File: src/rtl/add_sub_pipe.sv
// add_sub_pipe: WIDTH-bit add/subtract with the carry chain cut into STAGES
// registered slices, valid/ready flow control, N/Z/C/V flags and a pass-through tag.
module add_sub_pipe #(
    parameter int WIDTH  = 32,
    parameter int STAGES = 4,
    parameter int TAG_W  = 4
) (
    input  logic             clk_i,
    input  logic             rst_ni,
    input  logic             in_valid_i,
    output logic             in_ready_o,
    input  logic [1:0]       op_i,
    input  logic [WIDTH-1:0] a_i,
    input  logic [WIDTH-1:0] b_i,
    input  logic             cin_i,
    input  logic [TAG_W-1:0] tag_i,
    output logic             out_valid_o,
    input  logic             out_ready_i,
    output logic [WIDTH-1:0] sum_o,
    output logic             cout_o,
    output logic             ovf_o,
    output logic             zero_o,
    output logic             neg_o,
    output logic [TAG_W-1:0] tag_o
);

    localparam int SLICE = WIDTH / STAGES;

    logic             en_s;
    logic [WIDTH-1:0] b_eff_s;
    logic             c0_s;

    // Subtraction is a + ~b + 1; the carry variants take the caller's carry-in
    always_comb begin
        b_eff_s = b_i;
        c0_s    = 1'b0;
        case (op_i)
            2'b00: begin
                b_eff_s = b_i;
                c0_s    = 1'b0;
            end
            2'b01: begin
                b_eff_s = ~b_i;
                c0_s    = 1'b1;
            end
            2'b10: begin
                b_eff_s = b_i;
                c0_s    = cin_i;
            end
            2'b11: begin
                b_eff_s = ~b_i;
                c0_s    = cin_i;
            end
            default: begin
                b_eff_s = b_i;
                c0_s    = 1'b0;
            end
        endcase
    end

    // One global advance: the whole pipe moves or the whole pipe holds
    assign en_s       = ~out_valid_o | out_ready_i;
    assign in_ready_o = en_s;

    for (genvar s = 0; s < STAGES; s++) begin : g_stage
        localparam int HI_W  = WIDTH - s * SLICE;
        localparam int SUM_W = (s + 1) * SLICE;

        logic [HI_W-1:0]  a_in_s;
        logic [HI_W-1:0]  b_in_s;
        logic             carry_in_s;
        logic             zero_in_s;
        logic             valid_in_s;
        logic [TAG_W-1:0] tag_in_s;
        logic [SLICE:0]   slice_s;
        logic [SUM_W-1:0] sum_nxt_s;

        logic             valid_r;
        logic             carry_r;
        logic             zero_r;
        logic [TAG_W-1:0] tag_r;
        logic [SUM_W-1:0] sum_r;

        if (s == 0) begin : g_src
            assign a_in_s     = a_i;
            assign b_in_s     = b_eff_s;
            assign carry_in_s = c0_s;
            assign zero_in_s  = 1'b1;
            assign valid_in_s = in_valid_i;
            assign tag_in_s   = tag_i;
            assign sum_nxt_s  = slice_s[SLICE-1:0];
        end else begin : g_src
            assign a_in_s     = g_stage[s-1].g_skew.a_rem_r;
            assign b_in_s     = g_stage[s-1].g_skew.b_rem_r;
            assign carry_in_s = g_stage[s-1].carry_r;
            assign zero_in_s  = g_stage[s-1].zero_r;
            assign valid_in_s = g_stage[s-1].valid_r;
            assign tag_in_s   = g_stage[s-1].tag_r;
            assign sum_nxt_s  = {slice_s[SLICE-1:0], g_stage[s-1].sum_r};
        end

        assign slice_s = {1'b0, a_in_s[SLICE-1:0]} + {1'b0, b_in_s[SLICE-1:0]}
                       + {{SLICE{1'b0}}, carry_in_s};

        // Slice result, carry, running zero, tag and valid for this stage
        always_ff @(posedge clk_i or negedge rst_ni) begin
            if (!rst_ni) begin
                valid_r <= 1'b0;
                carry_r <= 1'b0;
                zero_r  <= 1'b0;
                tag_r   <= {TAG_W{1'b0}};
                sum_r   <= {SUM_W{1'b0}};
            end else if (en_s) begin
                valid_r <= valid_in_s;
                carry_r <= slice_s[SLICE];
                zero_r  <= zero_in_s & (slice_s[SLICE-1:0] == {SLICE{1'b0}});
                tag_r   <= tag_in_s;
                sum_r   <= sum_nxt_s;
            end
        end

        if (s < STAGES - 1) begin : g_skew
            logic [HI_W-SLICE-1:0] a_rem_r;
            logic [HI_W-SLICE-1:0] b_rem_r;

            // Upper operand slices ride along until their stage consumes them
            always_ff @(posedge clk_i or negedge rst_ni) begin
                if (!rst_ni) begin
                    a_rem_r <= {(HI_W - SLICE){1'b0}};
                    b_rem_r <= {(HI_W - SLICE){1'b0}};
                end else if (en_s) begin
                    a_rem_r <= a_in_s[HI_W-1:SLICE];
                    b_rem_r <= b_in_s[HI_W-1:SLICE];
                end
            end
        end

        if (s == STAGES - 1) begin : g_last
            logic ovf_r;

            // Signed overflow: equal operand signs, result sign differs
            always_ff @(posedge clk_i or negedge rst_ni) begin
                if (!rst_ni) begin
                    ovf_r <= 1'b0;
                end else if (en_s) begin
                    ovf_r <= ~(a_in_s[HI_W-1] ^ b_in_s[HI_W-1])
                           & (a_in_s[HI_W-1] ^ slice_s[SLICE-1]);
                end
            end
        end
    end

    assign out_valid_o = g_stage[STAGES-1].valid_r;
    assign sum_o       = g_stage[STAGES-1].sum_r;
    assign cout_o      = g_stage[STAGES-1].carry_r;
    assign zero_o      = g_stage[STAGES-1].zero_r;
    assign neg_o       = g_stage[STAGES-1].sum_r[WIDTH-1];
    assign ovf_o       = g_stage[STAGES-1].g_last.ovf_r;
    assign tag_o       = g_stage[STAGES-1].tag_r;

endmodule

File: config.mk
export PLATFORM = sky130hd
export DESIGN_NAME = add_sub_pipe
export DESIGN_NICKNAME = d
export VERILOG_FILES = /design/src/rtl/add_sub_pipe.sv
export SDC_FILE = /design/constraint.sdc
export NUM_CORES = 1
export LEC_CHECK = 0
export ABC_AREA = 1
export CORE_MARGIN = 2
export CORE_UTILIZATION = 56
export CTS_CLUSTER_SIZE = 30
export DETAILED_ROUTE_END_ITERATION = 7
export PLACE_DENSITY = 0.8
export SYNTH_ARGS = -nofsm -noshare
export SYNTH_HDL_FRONTEND = slang
export SYNTH_SLANG_ARGS = --single-unit
File: constraint.sdc
create_clock -name clk_i -period 2.55 [get_ports clk_i]
set_input_delay 0.3825 -clock clk_i [delete_from_list [all_inputs] [get_ports clk_i]]
set_output_delay 0.3825 -clock clk_i [all_outputs]
set_load 0.01 [all_outputs]
Yosys cells after proc, flatten, opt, wreduce, memory -nomap -nowiden
Index checks and enable logic that the tools add are counted.
{"block": "totals", "elab_cells": 58, "ff_bits": 205, "in_bits": 75, "out_inout_bits": 42}
{"block": "classes", "n_bitwise": 10, "reduce_logical": 8, "muxes": 2, "add_sub_neg": 8, "eq_ne": 3}
{"op": "32-bit one-hot mux with 2 select lines", "n": 1}
{"op": "8-bit by 8-bit adder with 9-bit output", "n": 4}
{"op": "9-bit by 1-bit adder with 9-bit output", "n": 4}
{"op": "8-bit zero test", "n": 4}
{"op": "32-bit inverter", "n": 1}
{"op": "2-bit OR reduction", "n": 3}
{"op": "1-bit AND", "n": 4}
{"op": "2-bit equality test, second input constant", "n": 2}
{"op": "1-bit one-hot mux with 3 select lines", "n": 1}
{"op": "2-bit by 1-bit equality test with 1-bit output, second input constant", "n": 1}
{"op": "2-bit zero test", "n": 1}
{"op": "1-bit inverter", "n": 2}
{"op": "1-bit XOR", "n": 2}
{"op": "1-bit OR", "n": 1}

Depth between registers and ports, before layout
{"block": "depth", "word_depth": 6, "mapped_depth": 14, "mapped_depth_nobuf": 12}

Worst setup path before layout
Ideal clock, no wire load.
{"block": "synth_timing", "path_type": "input-to-reg", "startpoint": "in op_i[0]", "endpoint": "reg g_stage[0].zero_r", "path_slack_ps": 263, "required_time_ps": 2485, "setup_time_ps": 65, "arrival_time_ps": 2222, "n_path_buf": 2, "cell_stages": 14, "cell_sequence": "buf_2 -> buf_4 -> xnor2_1 -> fa_1 -> fa_1 -> inv_1 -> nand2_1 -> nand2_1 -> nand4_1 -> nor2_1 -> nand2_1 -> nor2_2 -> nand2_1 -> nand2_1"}
{"block": "synth_via", "elab_chain_cells": 6, "word_cells_on_any_way": 12, "cone_classes": "add/sub: 2; eq/ne: 3; mux: 2; reduce/logical: 5"}
{"item": "from (decl)", "line": "12", "source": "input logic [1:0] op_i,"}
{"item": "2-bit equality test (tied with other cells)", "line": "37", "source": "case (op_i)"}
{"item": "2-bit OR reduction (no source line)"}
{"item": "32-bit one-hot mux with 2 select lines", "line": "37"}
{"item": "8-bit by 8-bit adder with 9-bit output", "line": "102", "source": "assign slice_s = {1'b0, a_in_s[SLICE-1:0]} + {1'b0, b_in_s[SLICE-1:0]}"}
{"item": "9-bit by 1-bit adder with 9-bit output (*)", "line": "103", "source": "+ {{SLICE{1'b0}}, carry_in_s};"}
{"item": "8-bit zero test (*)", "line": "116", "source": "zero_r <= zero_in_s & (slice_s[SLICE-1:0] == {SLICE{1'b0}});"}
{"item": "to (signal assigned)", "line": "116"}
{"item": "to (decl)", "line": "80", "source": "logic zero_r;"}
Every way passes the cells marked *; elsewhere a longest branch is shown, timed or not.
A chain may end at the register's enable or synchronous reset.

Worst setup path after layout
{"block": "layout_timing", "startpoint": "reg g_stage[1].carry_r", "endpoint": "reg g_stage[2].zero_r"}
{"block": "layout_via", "elab_chain_cells": 3}
{"item": "from (decl)", "line": "79", "source": "logic carry_r;"}
{"item": "from (signal assigned)", "line": "115", "source": "carry_r <= slice_s[SLICE];"}
{"item": "9-bit by 1-bit adder with 9-bit output", "line": "103"}
{"item": "8-bit zero test", "line": "116"}
{"item": "1-bit AND", "line": "116"}
{"item": "to (signal assigned)", "line": "116"}
{"item": "to (decl)", "line": "80"}
Every way passes these cells.

==> impl_metrics.py <==
metrics = {
    "synth": {
        "synth_edf_count": 0,
        "synth_top_area_share": 0.5382,
        "synth_area_leaders": "dfrtp_1, nand2_1, o21ai_0, ha_1, inv_1",
        "synth_area_sq_mm": 0.009532,
        "synthCells": 1127,
        "syn_avg_cell_area_sq_um": 8.458,
        "yosysMostFrequentCell": "nand2_1",
        "synth-main-ff-cell": "dfrtp_1",
        "synth_area_leader_cell": "dfrtp_1",
        "yosysSeqAreaShare": 0.5382,
        "ys_seq_elements": 205,
        "yosysWarnings": 0,
        "synth.distinct_cells": 28,
        "synthArstFlopShare": 1.000,
        "syn_nets": 1238,
        "ys_top_cells_by_count": "nand2_1, dfrtp_1, inv_1, o21ai_0, nor2_1",
    },
    "timing": {
        "final-setup-viol-count": 0,
        "rsz0062_at_grt": "false",
        "fmax_mhz": 482.6,
        "fin_crit_sh": 0.8126,
        "hold_ws_ns": 0.4272,
        "finalMaxSlewViolations": 0,
        "slew_headroom": 0.6465,
        "period_needed_ns": 2.072,
        "setup_tns_ns": 0,
        "hold_viol_final": 0,
        "tightest_slew_ns": 0.5303,
        "skew_ns": 0.01356,
    },
    "grt": {
        "grt_pass1_vias": 6953,
        "grt_antenna_before_repair": 0,
        "grt_max_degree": 70,
        "track_usage": 0.2232,
        "grt.overflow.total": 0,
        "grt_pass1_wl_um": 33060,
    },
    "pwr": {
        "power_frac_seq": 0.398,
        "p_leak_uw": 0.005879,
        "pwr_density_cell_mw_per_mm2": 1201,
        "ir_worst_vdd_v": 0.0006371,
        "netSwitchingFraction": 0.3702,
        "p_comb_frac": 0.388,
        "switchingPower_uw": 5137,
        "internal-power_uw": 8739,
        "clockPowerShare": 0.214,
    },
    "setup_path": {
        "arrival_ns": 2.51,
        "reg2reg_to": "g_stage[2].zero_r$_DFFE_PN0P_",
        "critPathRequiredTime_ns": 2.98,
        "r2r_cells": 9,
        "endpoint": "g_stage[2].zero_r$_DFFE_PN0P_",
        "critPathCaptureType": "flop",
        "r2r_start": "g_stage[1].carry_r$_DFFE_PN0P_",
        "path_max_fanout": 3,
        "crit_type": "flop to flop",
        "critPathLaunch": "g_stage[1].carry_r$_DFFE_PN0P_",
        "critPathLaunchType": "flop",
        "ff2ff_setup_slack_ns": 0.48,
    },
    "die": {
        "num_io_pins": 117,
        "die_height_um": 134.5,
        "dieArea_sq_mm": 0.01808,
        "fp.coreArea_sq_mm": 0.01658,
        "rows": 47,
        "fp.dieW_um": 134.5,
        "start_util": 0.5748,
    },
    "drt": {
        "routed_wl_um": 19000,
        "ant_nets": 0,
        "drt_iter0_drc": 353,
        "num_vias": 7171,
        "dr.pass1.iters": 5,
        "wl_per_cell_um": 12.95,
        "via_per_inst": 4.888,
        "remaining_drc_errors": 0,
    },
    "run_status": {
        "status": "complete, no violations",
    },
    "worst_hold_path": {
        "hp-class": "input port to flop",
        "min_from": "a_i[13]",
    },
    "clock_tree": {
        "cts_tree": "built",
        "clk_latency_ns": 0.49,
        "h-tree-depth": 1,
        "path_clk_slew_ns": 0.06,
        "cts_made_buffers": 22,
        "cts_sinks": 205,
        "clk_path_buf_depth": 3,
        "root_buffer": "clkbuf_16",
    },
    "cells_and_area": {
        "area_delta_synth_final_pct": 21.19,
        "drive_gt1_frac": 0.04812,
        "diodes": 0,
        "fin_nets": 1346,
        "n_fill_cell": 1373,
    },
    "placed_design": {
        "hpwl_um": 13170,
        "place_congestion": 0.8559,
        "port_buffers": 116,
    },
    "job": {
        "maxCapViolCount": 0,
    },
}
==> state kept, by name, indices dropped and copies added (netlist names) <==
register	cells
cout_o	1
g_stage.carry_r	3
g_stage.zero_r	3
tag_o	4
zero_o	1
g_stage.tag_r	12
g_stage.g_skew.a_rem_r	48
out_valid_o	1
g_stage.g_skew.b_rem_r	48
ovf_o	1
g_stage.valid_r	3
g_stage.sum_r	48
sum_o	32
==> per-layer routing <==
layer	up-vias	track usage	part of all wire
li1	3722	-	-
met1	3291	0.3325	0.49
met2	129	0.3518	0.46
met3	29	0.03228	0.039
met4	0	0.05146	0.019
met5	-	0	0
==> placed cells by master (no fill, tap or decap), types with 12 or more instances in the layout <==
cell               n
clkbuf_16         23
o21ai_1           12
dfrtp_1          205
xnor2_1           27
nand3_1           24
clkdlybuf4s50_1  114
inv_1             79
a21oi_1           12
o21ai_0           73
nor2_1            35
ha_1              28
nand2_1          527
==> through the flow <==
step / power (uW) / instance area [sq um] / setup slack [ns] / utilization / instances
global route: 15100 / 11550 / 0.2710 / 0.6965 / 1467
finish: 13880 / 11550 / 0.4778 / 0.6965 / 1467
detailed placement: 10940 / 10860 / 0.01266 / 0.6550 / 1430
floorplan: 9121 / 9532 / 0.2635 / - / 1127
CTS: 14010 / 11550 / 0.4393 / 0.6965 / 1467
global placement: 10720 / 10860 / 0.05551 / 0.6550 / 1430
==> worst max-delay path, stage by stage, from the launching register on <==
cell and delay [ns]:
dfrtp_1 0.41, fa_1 0.47, fa_1 0.45, xnor2_1 0.21, nand2_1 0.07, nor2_1 0.08, nand3_1 0.08, nor2_1 0.12
nand3_1 0.08, nand2_1 0.06
==> power groups by stage <==
stage	Clock (uW)	Combinational (uW)	Sequential, uW
2_1_floorplan	0	3660	5470
4_1_cts	3050	5430	5530
6_report	2970	5390	5520
5_1_grt	3180	6220	5690
3_3_place_gp	0	5200	5520
3_5_place_dp	0	5380	5560
==> cell type report <==
class,instances,area [sq um],share of cell area
well taps,220,275.3,0.02383
repair buffers,133,1353,0.1171
clock buffers,33,663.1,0.05741
multi-input cells,792,3806,0.3295
inverters,81,309.0,0.02675
flip-flops and latches,205,5130,0.4441
clock inverters,3,15.01,0.001300
==> kinds of logic (layout without fill, tap and decap cells) <==
kind of cell,Yosys count,in the layout,share of synthesized area
compound gates,107,107,0.05815
xor+xnor,36,36,0.03308
buf+inv,130,250,0.06248
flops,205,205,0.5382
mux,1,1,0.001050
fa+ha+maj,36,36,0.05356
simple gates,612,612,0.2535
==> timing repair <==
action | 4_1_cts | 5_1_grt
hold buffers | 1 | 0
hold endpoints to repair | 60 | 0
setup buffers | 0 | 0
resized for setup | 0 | 0
==> worst min path at each step <==
stage	end	slack (ns)	depth (start not counted)
after global placement	g_stage[0].valid_r$_DFFE_PN0P_	0.41	1
final	g_stage[0].g_skew.a_rem_r[5]$_DFFE_PN0P_	0.43	3
after CTS	g_stage[0].g_skew.a_rem_r[5]$_DFFE_PN0P_	0.41	3
after detailed placement	g_stage[2].valid_r$_DFFE_PN0P_	0.42	1
after floorplan	cout_o$_DFFE_PN0P_	0.09	0
after global routing	g_stage[0].g_skew.a_rem_r[5]$_DFFE_PN0P_	0.44	3
Power figures use the tool's default switching activity.
